$ cat src/rtl/pg_param_loader.sv
// pg_param_loader
//   Drives profile_gen's parameter port and its acc_step input. Incoming
//   64-bit parameter commands are buffered in a FIFO. Each command is then
//   sent as registered 32-bit lo/hi write beats. A periodic acc_step tick is
//   held back while any write is in flight, so profile_gen never steps on a
//   parameter that is only half written.
// Ports
//   clk, rst                      clock; synchronous active-high reset
//   cmd_valid/cmd_ready           command handshake (cmd_ready = !full)
//   cmd_addr/cmd_data/cmd_mode    8-bit address, 64-bit value, beat mode
//                                 (00 lo+hi, 01 lo, 10 hi, 11 fill)
//   step_en/step_div              tick enable; tick period is step_div+1
//   param_addr/param_in           registered write address and data
//   param_write_lo/_hi            registered write strobes
//   acc_step                      one-cycle step pulse
//   busy                          FIFO non-empty or writer active
//   fifo_level                    FIFO occupancy, 0..FIFO_DEPTH
//   step_overrun                  sticky: a tick landed on a pending one
module pg_param_loader #(
  parameter int FIFO_DEPTH = 8,
  parameter int STEP_DIV_W = 16
) (
  input  logic                          clk,
  input  logic                          rst,
  input  logic                          cmd_valid,
  output logic                          cmd_ready,
  input  logic [7:0]                    cmd_addr,
  input  logic [63:0]                   cmd_data,
  input  logic [1:0]                    cmd_mode,
  input  logic                          step_en,
  input  logic [STEP_DIV_W-1:0]         step_div,
  output logic [7:0]                    param_addr,
  output logic [31:0]                   param_in,
  output logic                          param_write_lo,
  output logic                          param_write_hi,
  output logic                          acc_step,
  output logic                          busy,
  output logic [$clog2(FIFO_DEPTH):0]   fifo_level,
  output logic                          step_overrun
);
  localparam int AW = $clog2(FIFO_DEPTH);

  typedef enum logic [1:0] {IDLE, WR_LO, WR_HI} state_t;

  // FIFO: pointers carry one extra wrap bit so the difference is the level.
  logic [73:0]   mem_q [FIFO_DEPTH];
  logic [AW:0]   wptr_q, rptr_q;
  logic          full, empty, push, pop;
  logic [73:0]   head;

  assign fifo_level = wptr_q - rptr_q;
  assign full       = (fifo_level == FIFO_DEPTH[AW:0]);
  assign empty      = (fifo_level == '0);
  assign cmd_ready  = !full;
  assign push       = cmd_valid && !full;
  assign head       = mem_q[rptr_q[AW-1:0]];

  always_ff @(posedge clk) begin
    if (push) mem_q[wptr_q[AW-1:0]] <= {cmd_mode, cmd_addr, cmd_data};
  end

  always_ff @(posedge clk) begin
    if (rst) begin
      wptr_q <= '0;
      rptr_q <= '0;
    end else begin
      if (push) wptr_q <= wptr_q + 1'b1;
      if (pop)  rptr_q <= rptr_q + 1'b1;
    end
  end

  // Writer. The state says which beat to drive. The beat is registered onto
  // param_* one cycle later, which gives the two-cycle accept-to-strobe
  // latency.
  state_t        state_q, state_d;
  logic [1:0]    mode_q, mode_d;
  logic [7:0]    addr_q, addr_d;
  logic [63:0]   data_q, data_d;
  logic          last_beat;
  logic [7:0]    paddr_q, paddr_d;
  logic [31:0]   pin_q, pin_d;
  logic          wlo_q, wlo_d, whi_q, whi_d;

  always_comb begin
    state_d   = state_q;
    mode_d    = mode_q;
    addr_d    = addr_q;
    data_d    = data_q;
    paddr_d   = '0;
    pin_d     = '0;
    wlo_d     = 1'b0;
    whi_d     = 1'b0;
    last_beat = (state_q == WR_HI) || (state_q == WR_LO && mode_q != 2'b00);
    // Popping on the last beat keeps back-to-back commands free of bubbles.
    pop       = (state_q == IDLE || last_beat) && !empty;
    if (pop) begin
      {mode_d, addr_d, data_d} = head;
      state_d = (head[73:72] == 2'b10) ? WR_HI : WR_LO;
    end else if (state_q == WR_LO && mode_q == 2'b00) begin
      state_d = WR_HI;
    end else if (last_beat) begin
      state_d = IDLE;
    end
    case (state_q)
      WR_LO: begin
        paddr_d = addr_q;
        pin_d   = data_q[31:0];
        wlo_d   = 1'b1;
        whi_d   = (mode_q == 2'b11);   // fill writes both halves
      end
      WR_HI: begin
        paddr_d = addr_q;
        pin_d   = data_q[63:32];
        whi_d   = 1'b1;
      end
      default: ;
    endcase
  end

  always_ff @(posedge clk) begin
    if (rst) begin
      state_q <= IDLE;
      mode_q  <= '0;
      addr_q  <= '0;
      data_q  <= '0;
      paddr_q <= '0;
      pin_q   <= '0;
      wlo_q   <= 1'b0;
      whi_q   <= 1'b0;
    end else begin
      state_q <= state_d;
      mode_q  <= mode_d;
      addr_q  <= addr_d;
      data_q  <= data_d;
      paddr_q <= paddr_d;
      pin_q   <= pin_d;
      wlo_q   <= wlo_d;
      whi_q   <= whi_d;
    end
  end

  assign param_addr     = paddr_q;
  assign param_in       = pin_q;
  assign param_write_lo = wlo_q;
  assign param_write_hi = whi_q;
  assign busy           = !empty || (state_q != IDLE);

  // Step generator. The compare is >= so that lowering step_div below the
  // current count wraps the counter at once.
  logic [STEP_DIV_W-1:0] cnt_q, cnt_d;
  logic                  pend_q, pend_d, ovr_q, ovr_d, tick, fire;

  always_comb begin
    tick   = step_en && (cnt_q >= step_div);
    // The registered strobe lags busy by one cycle, so both must be quiet.
    fire   = pend_q && !busy && !wlo_q && !whi_q;
    cnt_d  = (!step_en || tick) ? '0 : cnt_q + 1'b1;
    pend_d = pend_q;
    if (!step_en)  pend_d = 1'b0;
    else if (tick) pend_d = 1'b1;   // a tick in the fire cycle re-arms
    else if (fire) pend_d = 1'b0;
    ovr_d  = ovr_q | (tick && pend_q && !fire);
  end

  always_ff @(posedge clk) begin
    if (rst) begin
      cnt_q  <= '0;
      pend_q <= 1'b0;
      ovr_q  <= 1'b0;
    end else begin
      cnt_q  <= cnt_d;
      pend_q <= pend_d;
      ovr_q  <= ovr_d;
    end
  end

  assign acc_step     = fire;
  assign step_overrun = ovr_q;
endmodule

$ cat config.mk
export PLATFORM = sky130hd
export DESIGN_NAME = pg_param_loader
export DESIGN_NICKNAME = d
export VERILOG_FILES = /design/src/rtl/pg_param_loader.sv
export SDC_FILE = /design/constraint.sdc
export NUM_CORES = 1
export LEC_CHECK = 0
export ABC_CLOCK_PERIOD_IN_PS = 24100
export BUFFER_PORTS_ARGS = -buffer_cell sky130_fd_sc_hd__buf_2
export CAP_MARGIN = 15
export CORE_MARGIN = 5
export CORE_UTILIZATION = 46
export DETAILED_ROUTE_END_ITERATION = 10
export GPL_ROUTABILITY_DRIVEN = 1
export PLACE_DENSITY = 0.65
export SLEW_MARGIN = 10
export SYNTH_ARGS = -nofsm -noshare
export SYNTH_HDL_FRONTEND = slang
export SYNTH_SLANG_ARGS = --single-unit
$ cat constraint.sdc
create_clock -name clk -period 24.1 [get_ports clk]
set_clock_uncertainty 0.2 [all_clocks]
set_input_delay 4.82 -clock clk [delete_from_list [all_inputs] [get_ports clk]]
set_output_delay 4.82 -clock clk [all_outputs]
set_load 0.005 [all_outputs]
==> impl_metrics.tcl <==
set metrics [dict create \
    synth.avg_cell_area_sq_um 18.0 \
    antenna_found_initial 13 \
    period_needed_ns 8.05 \
    timing.final.setup_violations 0 \
    grt_pass1_vias 14847 \
    rsz0062_at_grt "false" \
    syn_area_sq_mm 0.0282 \
    worstPathMaxFanout 7 \
    clockRootBuffer "clkbuf_16" \
    critical_path_class "reg -> out" \
    ys_seq_elements 739 \
    power_uw 3690 \
    ys_types 52 \
    grt_remaining_overflow 0 \
    row_count 90 \
    reg2reg_setup_slack_ns 19.80 \
    crit_chain "inv_1 > ha_1 > inv_1 > fa_1 > or3_1 > nor2_1 > and4_1 > buf_2" \
    yosysWarnings 0 \
    start_util 0.466 \
    cts_made_buffers 71 \
    global_route.usage.total 0.181 \
    clk_latency_ns 0.60 \
    hold_viol 0 \
    wirelength_mm 60.3 \
    fill_cells 4719 \
    area_growth_pct 13.5 \
    outcome "completed" \
    drc 0 \
    min_path_type "reg -> reg" \
    cp_common_cell "inv_1" \
    cts.htree.levels 3 \
    cts_tree "built" \
    grt_max_degree 153 \
    wl_per_cell_um 23.5 \
    drive_gt1_frac 0.282 \
    antenna_left 0 \
    grt_use_met2 0.291 \
    drt-pass1-iter-count 5 \
    fp.dieW_um 258 \
    synth-edff-count 592 \
    whs_ns 0.259 \
    cts_hold_repair.buffers 0 \
    crit_slowest_cell "dfxtp_1" \
    grt_pass1_wl_mm 91.8 \
    die-area_sq_mm 0.0665 \
    relSlewSlack 0.283 \
    critPathTopFamily "simple AND/OR/NAND/NOR gates" \
    clock.fmax_ghz 0.124 \
    clk_pin_slew_worst_paths_ns 0.06 \
    mappedNetlistNets 1687 \
    fp.coreArea_sq_mm 0.0606 \
    most-common-layout-cells "592 x edfxtp_1, 162 x nand2_1, 148 x mux4_2" \
    vias 14477 \
    nNetsFinal 1842 \
    dp_hpwl_mm 33.0 \
    grtUsageMet3 0.0402 \
    cpPeakStageDelay_ns 0.50 \
    ctsResizeCount 0 \
    place_congestion 0.801 \
    post_cts_buffers 0 \
    via_per_inst 5.63 \
    syn_inst 1567 \
    grt_busiest_layer "met2" \
    io_pins 144 \
    die_h_um 258 \
    powerDensity_mw_per_mm2 115 \
    vdd_drop_max_v 0.000109 \
    min_period_over_period 0.334 \
    synth_ff_type "edfxtp_1" \
    startpoint_type "flip-flop" \
    port_buffers 143 \
    cts_sinks 739 \
    ys_seq_area_frac 0.734 \
    drt_iter0_drc 1399 \
    worstPathRequired_ns 19.08 \
    maxCapViolCount 0 \
    p_leak_uw 0.0106 \
    end_kind "output port" \
    worst_pin_slew_ns 1.08 \
    async_reset_ff_frac 0 \
    grt_use_met1 0.253 \
    maxSlewViolCount 0 \
    finalSetupTns_ns 0 \
    layout_commonest_cell "edfxtp_1" \
    cp_num_buf_inv 3 \
    cts_buffer_depth 3 \
    crit_arrival_ns 3.03 \
]
[routing by layer]
layer | wire [um] | vias to the layer above
met3 | 4250 | 77
met2 | 28900 | 413
met1 | 26000 | 7508
met5 | 38 | -
met4 | 1110 | 8
li1 | - | 6471
[cells in the mapped netlist (2+ instances only)]
library cell / instances / share of area
buf_2: 24 / 0.0043
nor2b_1: 3 / 0.00066
nand2_1: 162 / 0.022
buf_6: 9 / 0.0036
xor2_1: 10 / 0.0031
a311oi_2: 70 / 0.037
and3_1: 5 / 0.0011
nand4_1: 4 / 0.00089
nor3_1: 10 / 0.0018
mux2i_1: 2 / 0.00071
nor2_1: 142 / 0.019
xnor2_1: 10 / 0.0031
nand3_1: 8 / 0.0014
mux4_2: 148 / 0.12
a211oi_1: 4 / 0.0011
nor4_1: 3 / 0.00066
clkbuf_1: 52 / 0.0069
o21ai_0: 9 / 0.0016
or3_1: 3 / 0.00066
buf_1: 5 / 0.00066
nor3b_1: 2 / 0.00053
a21oi_1: 12 / 0.0021
and2_1: 8 / 0.0018
inv_1: 34 / 0.0045
nand2b_1: 5 / 0.0011
edfxtp_1: 592 / 0.63
ha_1: 25 / 0.011
a311oi_1: 4 / 0.0012
dfxtp_1: 147 / 0.10
a22oi_1: 33 / 0.0088
[registers in the layout (all words and copies together), names as in the netlist, named ones only]
| name | flops |
|---|---|
| mem_q | 592 |
| data_q | 64 |
| param_in | 32 |
| cnt_q | 16 |
| addr_q | 8 |
| param_addr | 8 |
| rptr_q | 4 |
| wptr_q | 4 |
| mode_q | 2 |
| state_q | 2 |
| param_write_hi | 1 |
| param_write_lo | 1 |
| pend_q | 1 |
| step_overrun | 1 |
[power by group]
group          internal (uW)  switching [uW]  leakage [uW]
clock                    625             449       0.00110
combinational            391             569       0.00295
sequential              1570            82.3       0.00658
[metrics by stage]
| stage | cells | instance area [sq um] | setup slack [ns] | utilization |
|---|---|---|---|---|
| after global placement | 2431 | 29800 | 16.59 | 0.492 |
| after CTS | 2563 | 32000 | 16.04 | 0.529 |
| after global routing | 2564 | 32100 | 15.85 | 0.529 |
| after detailed placement | 2431 | 29800 | 16.57 | 0.492 |
| final | 2570 | 32100 | 16.05 | 0.529 |
| after floorplan | 1567 | 28200 | 10.62 | - |
[final timing paths]
check | startpoint | endpoint | cells after the start
max | wptr_q[0]$_SDFFE_PP0P_ | acc_step | 8
min | addr_q[6]$_SDFFE_PP0P_ | param_addr[6]$_SDFF_PP0_ | 1
max reg2reg | wptr_q[0]$_SDFFE_PP0P_ | mem_q[6][35]$_DFFE_PP_ | 11
min reg2reg | addr_q[6]$_SDFFE_PP0P_ | param_addr[6]$_SDFF_PP0_ | 1
[final cells by class]
type | instances | area, sq um | area share
timing repair buffer | 172 | 948 | 0.0296
clock buffer | 103 | 2010 | 0.0627
sequential | 739 | 20700 | 0.647
clock inverter | 29 | 245 | 0.00765
antenna | 7 | 17.5 | 0.000546
multi-input combinational | 703 | 7000 | 0.218
inverter | 35 | 131 | 0.00410
tap | 782 | 978 | 0.0305
[cell families after synthesis]
logic type,synth area share
mux,0.119
xor+xnor,0.00620
flops,0.734
fa+ha+maj,0.0118
compound gates,0.0568
simple gates,0.0524
buf+inv,0.0201
[worst register-to-register path, cell delays in order, from the launching register on]
cell and delay (ns):
dfxtp_1 0.40, inv_1 0.22, ha_1 0.20, inv_1 0.06, fa_1 0.37, xor2_1 0.23, or3_1 0.27, o31ai_4 0.16
or2_2 0.37, nor3b_2 0.18, buf_4 0.61, buf_4 0.65
Power figures use the tool's default switching activity.
